## src/rtl/uart_tx_if.sv

```systemverilog
// Transmit-side bus of the UART: CPU request/clear strobes in, serial line and status flags out.
// master = CPU/bus side, slave = the transmitter itself.
interface uart_tx_if;
   logic [7:0] tx_data;
   logic       tx_start;
   logic       status_clr;
   logic       uart_txd;
   logic       tx_busy;
   logic       tx_done;
   logic       tx_overrun;

   modport master (
      output tx_data, tx_start, status_clr,
      input  uart_txd, tx_busy, tx_done, tx_overrun
   );

   modport slave (
      input  tx_data, tx_start, status_clr,
      output uart_txd, tx_busy, tx_done, tx_overrun
   );
endinterface

```

## src/rtl/uart_tx.sv

```systemverilog
// 8N1 UART transmitter with a one-byte holding register and sticky done/overrun flags.
// Every output comes straight from a register, so no input reaches an output combinationally.
module uart_tx #(
   parameter int unsigned CLKS_PER_BIT = 5208
) (
   input logic     clk,
   input logic     reset,
   uart_tx_if.slave bus
);

   localparam logic [1:0] S_IDLE  = 2'd0;
   localparam logic [1:0] S_START = 2'd1;
   localparam logic [1:0] S_DATA  = 2'd2;
   localparam logic [1:0] S_STOP  = 2'd3;

   localparam logic [15:0] BIT_LAST = 16'(CLKS_PER_BIT - 1);

   logic [1:0]  state_q,    state_d;
   logic [15:0] cnt_q,      cnt_d;
   logic [2:0]  bitIdx_q,   bitIdx_d;
   logic [7:0]  shift_q,    shift_d;
   logic [7:0]  hold_q,     hold_d;
   logic        holdFull_q, holdFull_d;
   logic        txd_q,      txd_d;
   logic        done_q,     done_d;
   logic        overrun_q,  overrun_d;

   logic bitEnd;
   logic setDone;
   logic setOverrun;

   assign bitEnd = (cnt_q == BIT_LAST);

   // The next line level is computed alongside the state so uart_txd changes on the same edge as the FSM.
   always_comb begin
      state_d    = state_q;
      cnt_d      = cnt_q;
      bitIdx_d   = bitIdx_q;
      shift_d    = shift_q;
      hold_d     = hold_q;
      holdFull_d = holdFull_q;
      txd_d      = txd_q;
      setDone    = 1'b0;
      setOverrun = 1'b0;

      case (state_q)
         S_IDLE: begin
            if (holdFull_q) begin
               shift_d    = hold_q;
               holdFull_d = 1'b0;
               state_d    = S_START;
               cnt_d      = 16'd0;
               txd_d      = 1'b0;
            end else if (bus.tx_start) begin
               shift_d = bus.tx_data;
               state_d = S_START;
               cnt_d   = 16'd0;
               txd_d   = 1'b0;
            end
         end
         S_START: begin
            if (bitEnd) begin
               cnt_d    = 16'd0;
               bitIdx_d = 3'd0;
               state_d  = S_DATA;
               txd_d    = shift_q[0];
            end else begin
               cnt_d = cnt_q + 16'd1;
            end
         end
         S_DATA: begin
            if (bitEnd) begin
               cnt_d    = 16'd0;
               bitIdx_d = bitIdx_q + 3'd1;
               shift_d  = {1'b0, shift_q[7:1]};
               if (bitIdx_q == 3'd7) begin
                  state_d = S_STOP;
                  txd_d   = 1'b1;
               end else begin
                  txd_d = shift_q[1];
               end
            end else begin
               cnt_d = cnt_q + 16'd1;
            end
         end
         default: begin
            if (bitEnd) begin
               cnt_d   = 16'd0;
               setDone = 1'b1;
               if (holdFull_q) begin
                  shift_d    = hold_q;
                  holdFull_d = 1'b0;
                  state_d    = S_START;
                  txd_d      = 1'b0;
               end else begin
                  state_d = S_IDLE;
               end
            end else begin
               cnt_d = cnt_q + 16'd1;
            end
         end
      endcase

      // A request that cannot start a frame directly goes to holding, or is dropped if holding is occupied.
      if (bus.tx_start && ((state_q != S_IDLE) || holdFull_q)) begin
         if (holdFull_q) begin
            setOverrun = 1'b1;
         end else begin
            hold_d     = bus.tx_data;
            holdFull_d = 1'b1;
         end
      end

      done_d    = setDone    ? 1'b1 : (bus.status_clr ? 1'b0 : done_q);
      overrun_d = setOverrun ? 1'b1 : (bus.status_clr ? 1'b0 : overrun_q);
   end

   always_ff @(posedge clk or posedge reset) begin
      if (reset) begin
         state_q    <= S_IDLE;
         cnt_q      <= 16'd0;
         bitIdx_q   <= 3'd0;
         shift_q    <= 8'd0;
         hold_q     <= 8'd0;
         holdFull_q <= 1'b0;
         txd_q      <= 1'b1;
         done_q     <= 1'b0;
         overrun_q  <= 1'b0;
      end else begin
         state_q    <= state_d;
         cnt_q      <= cnt_d;
         bitIdx_q   <= bitIdx_d;
         shift_q    <= shift_d;
         hold_q     <= hold_d;
         holdFull_q <= holdFull_d;
         txd_q      <= txd_d;
         done_q     <= done_d;
         overrun_q  <= overrun_d;
      end
   end

   assign bus.uart_txd   = txd_q;
   assign bus.tx_busy    = (state_q != S_IDLE) || holdFull_q;
   assign bus.tx_done    = done_q;
   assign bus.tx_overrun = overrun_q;

endmodule

```

## src/flat_wrapper.sv

```systemverilog
// flat-port wrapper written by rule: the top's interface ports become plain ports
module uart_tx_flat 
#(
   parameter int unsigned CLKS_PER_BIT = 5208
)
  (clk, reset, bus_tx_data, bus_tx_start, bus_status_clr, bus_uart_txd, bus_tx_busy, bus_tx_done, bus_tx_overrun);
  uart_tx_if bus_i ();
  input logic clk;
  input logic reset;
  input wire logic [$bits(bus_i.tx_data)-1:0] bus_tx_data;
  input wire logic [$bits(bus_i.tx_start)-1:0] bus_tx_start;
  input wire logic [$bits(bus_i.status_clr)-1:0] bus_status_clr;
  output wire logic [$bits(bus_i.uart_txd)-1:0] bus_uart_txd;
  output wire logic [$bits(bus_i.tx_busy)-1:0] bus_tx_busy;
  output wire logic [$bits(bus_i.tx_done)-1:0] bus_tx_done;
  output wire logic [$bits(bus_i.tx_overrun)-1:0] bus_tx_overrun;
  assign bus_i.tx_data = bus_tx_data;
  assign bus_i.tx_start = bus_tx_start;
  assign bus_i.status_clr = bus_status_clr;
  assign bus_uart_txd = bus_i.uart_txd;
  assign bus_tx_busy = bus_i.tx_busy;
  assign bus_tx_done = bus_i.tx_done;
  assign bus_tx_overrun = bus_i.tx_overrun;
  uart_tx #(.CLKS_PER_BIT(CLKS_PER_BIT)) u_core (.clk(clk), .reset(reset), .bus(bus_i));
endmodule
```

## config.mk

```make
export PLATFORM = sky130hd
export DESIGN_NAME = uart_tx_flat
export DESIGN_NICKNAME = d
export VERILOG_FILES = /design/src/rtl/uart_tx_if.sv /design/src/rtl/uart_tx.sv /design/src/flat_wrapper.sv
export SDC_FILE = /design/constraint.sdc
export NUM_CORES = 1
export LEC_CHECK = 0
export CAP_MARGIN = 25
export CELL_PAD_IN_SITES_DETAIL_PLACEMENT = 1
export CELL_PAD_IN_SITES_GLOBAL_PLACEMENT = 1
export CORE_MARGIN = 2
export CORE_UTILIZATION = 46
export DETAILED_ROUTE_END_ITERATION = 10
export PLACE_DENSITY_LB_ADDON = 0.1
export RECOVER_POWER = 50
export SLEW_MARGIN = 10
export SYNTH_ARGS = -nofsm -noshare
export SYNTH_HDL_FRONTEND = slang
export SYNTH_SLANG_ARGS = --single-unit
```

## constraint.sdc

```tcl
create_clock -name clk -period 2.6 [get_ports clk]
set_input_delay 0.39 -clock clk [delete_from_list [all_inputs] [get_ports clk]]
set_output_delay 0.39 -clock clk [all_outputs]
set_load 0.02 [all_outputs]
```

==> metrics <==
Max-slew headroom 32.4%; CTS H-Tree Depth 2; Vias 1570; Area growth syn-to-layout 15.8%; Synth top area share 46.7%; core area 4410 um^2; die height 72.2 um; post-synthesis async set-or-reset flop share 100%; Psw 942 uW; R2R depth 7; layout cell share with drive strength beyond 1 16.1%; post-synth cell types 40; number of global-route vias before repair 1682; Hold Path Cell Cnt 2; Post-CTS Resized 0; ys flop type dfrtp_1; TritonCTS Buffers 5; number of synthesized flops with an enable pin 0; Switching Fraction 36.1%; Syn Inst Count 202; Synth Register Bits 41; post-synthesis average cell area 10.6 um^2; Final setup viols 0; final setup TNS 0 ns; GRT Util Overall 19.9%; initial core utilization 48.5%; CTS tree built; worst path required time 2.21 ns; Row Count 24; area leader, netlist dfrtp_1; crit path launch type flip-flop; crit end category primary output; initial antenna violation count 0; most frequent cell after synthesis dfrtp_1; Worst VDD drop 0.000580 V; Inst Count DP 268; min-delay worst type reg -> reg; share of the yosys chip area belonging to registers 48.0%; NumNets Final 243; Finished Layout Cells 276; Cell Area, Synth 2140 um^2; max cap viols 0; fin crit share 91.4%; dpl hpwl 3390 um; share of power burned in registers 38.8%; cts hold-fix bufs 0; GP Congestion 0.789; Core Util, Final 56.2%; Logic pwr share 41.1%; Syn Nets 222; Post-CTS Setup Bufs 0; WL final 4630 um; Initial DRC Count 75; Tmin final 2.38 ns; unrepaired setup endpoints after global routing false; Reg clk slew, reported paths 0.07 ns; Register-to-Register Setup Slack 0.46 ns; drt pass-1 iters 6; Port-buffer cells 15; Die W 72.2 um; Residual DRC 0; global-route wire length before repair 7890 um; ANT cells 0; Peak Freq 421 MHz; via count normalized by instance count 5.69; Final Hold Fails 0; clock root buffer clkbuf_8; Worst Max-Slew Pin Slew 1.01 ns; IO Pins 16; Clk pwr share 20.1%; post-route ant nets 0; largest cells by area after synthesis dfrtp_1, mux2_2, ha_1, xor2_1, nand2_1; die area 5220 um^2; Crit Path Class reg -> out; Setup Skew 0.00425 ns; clk_lat worst skew 0.30 ns; max-slew violation count 0; most frequent cells after synthesis dfrtp_1, nand2_1, nor2_1; PwrDens 1050 nW/um^2; Leak 1.16 nW; largest net degree at the start of global routing 42; P_int 1.67 mW; synth warn 0; Longest Clk Path Bufs 2; clock sink count 41; CP Max Fanout 8; total grt overflow 0; WL/cell 16.8 um; WP data arrival 1.99 ns; outcome complete, no violations
==> flip-flops by register name (all words and copies together), names as in the netlist <==
| register | flops |
|---|---|
| u_core.hold_q | 8 |
| u_core.state_q | 2 |
| u_core.shift_q | 8 |
| u_core.bitIdx_q | 3 |
| u_core.bus.tx_overrun | 1 |
| u_core.bus.tx_done | 1 |
| u_core.holdFull_q | 1 |
| u_core.bus.uart_txd | 1 |
| u_core.cnt_q | 16 |
==> cell type report <==
cell class	instances	area, um^2
well taps	52	65.1
flip-flops and latches	41	1030
multi-input cells	141	1040
clock inverters	1	30.0
repair buffers	19	178
fillers	475	1930
clock buffers	7	86.3
inverters	15	56.3
==> through the flow <==
| stage | setup WS (ns) | total power, mW | hold slack (ns) | instance area [um^2] |
|---|---|---|---|---|
| CTS | 0.186 | 2.65 | 0.523 | 2480 |
| finish | 0.222 | 2.61 | 0.516 | 2480 |
| floorplan | 0.736 | 1.78 | 0.477 | 2140 |
| global route | 0.0795 | 2.80 | 0.547 | 2480 |
| global placement | 0.467 | 2.03 | 0.493 | 2370 |
| detailed placement | 0.442 | 2.10 | 0.504 | 2370 |
==> kinds of logic after synthesis <==
logic type                 synth area share [%]
AOI/OAI and AO/OA                          10.5
xor gates and xnor gates                   5.32
adders and majority gates                  4.67
buffers and inverters                      3.62
DFF                                        48.0
muxes                                      11.8
and+or+nand+nor                            16.1
==> critical path, stage by stage (launching register included) <==
cell and delay (ns):
dfrtp_1 0.42, inv_1 0.09, ha_1 0.30, nor2b_1 0.19, inv_1 0.10, clkdlybuf4s50_1 0.60
==> power by group through the flow <==
stage          sequential, mW  combinational [mW]  clock [mW]
4_1_cts                  1.01                1.08       0.551
2_1_floorplan           0.965               0.813           0
6_report                 1.01                1.07       0.526
5_1_grt                  1.04                1.20       0.571
3_5_place_dp             1.03                1.08           0
3_3_place_gp             1.00                1.02           0
==> cell usage in the layout, fill, tap and decap left out, types with 3 or more instances in the layout <==
cell type        instances
mux2_2                  18
nand2_1                 19
mux2i_1                  5
o21ai_0                  8
buf_4                    3
inv_1                   15
clkdlybuf4s50_1         13
dfrtp_1                 40
a21oi_1                  4
nand4_1                  4
a22o_1                   4
xor2_1                  10
clkbuf_8                 6
ha_1                     8
nor2_1                  19
xnor2_1                  3
nand3_1                  5
nor2b_1                  4
a222oi_1                 5
==> routing by layer <==
| layer | routed length, um | up-vias | global-route usage, % |
|---|---|---|---|
| met5 | 0 | - | 0 |
| met4 | 64 | 0 | 6.92 |
| met3 | 164 | 6 | 4.58 |
| met2 | 2300 | 29 | 34.1 |
| met1 | 2100 | 780 | 24.6 |
| li1 | - | 755 | - |
==> worst paths after layout <==
| kind | startpoint | endpoint |
|---|---|---|
| min in group asynchronous | reset | u_core.hold_q[4]$_DFFE_PP0P_ |
| worst max-delay path | u_core.state_q[0]$_DFFE_PP0P_ | bus_tx_busy |
| worst max register to register | u_core.state_q[0]$_DFFE_PP0P_ | u_core.shift_q[0]$_DFFE_PP0P_ |
| max in group asynchronous | reset | u_core.hold_q[0]$_DFFE_PP0P_ |
| worst min register to register | u_core.bus.tx_done$_DFFE_PP0P_ | u_core.bus.tx_done$_DFFE_PP0P_ |
| worst min-delay path | u_core.bus.tx_done$_DFFE_PP0P_ | u_core.bus.tx_done$_DFFE_PP0P_ |
No activity file was read; power rests on OpenSTA's default activity.
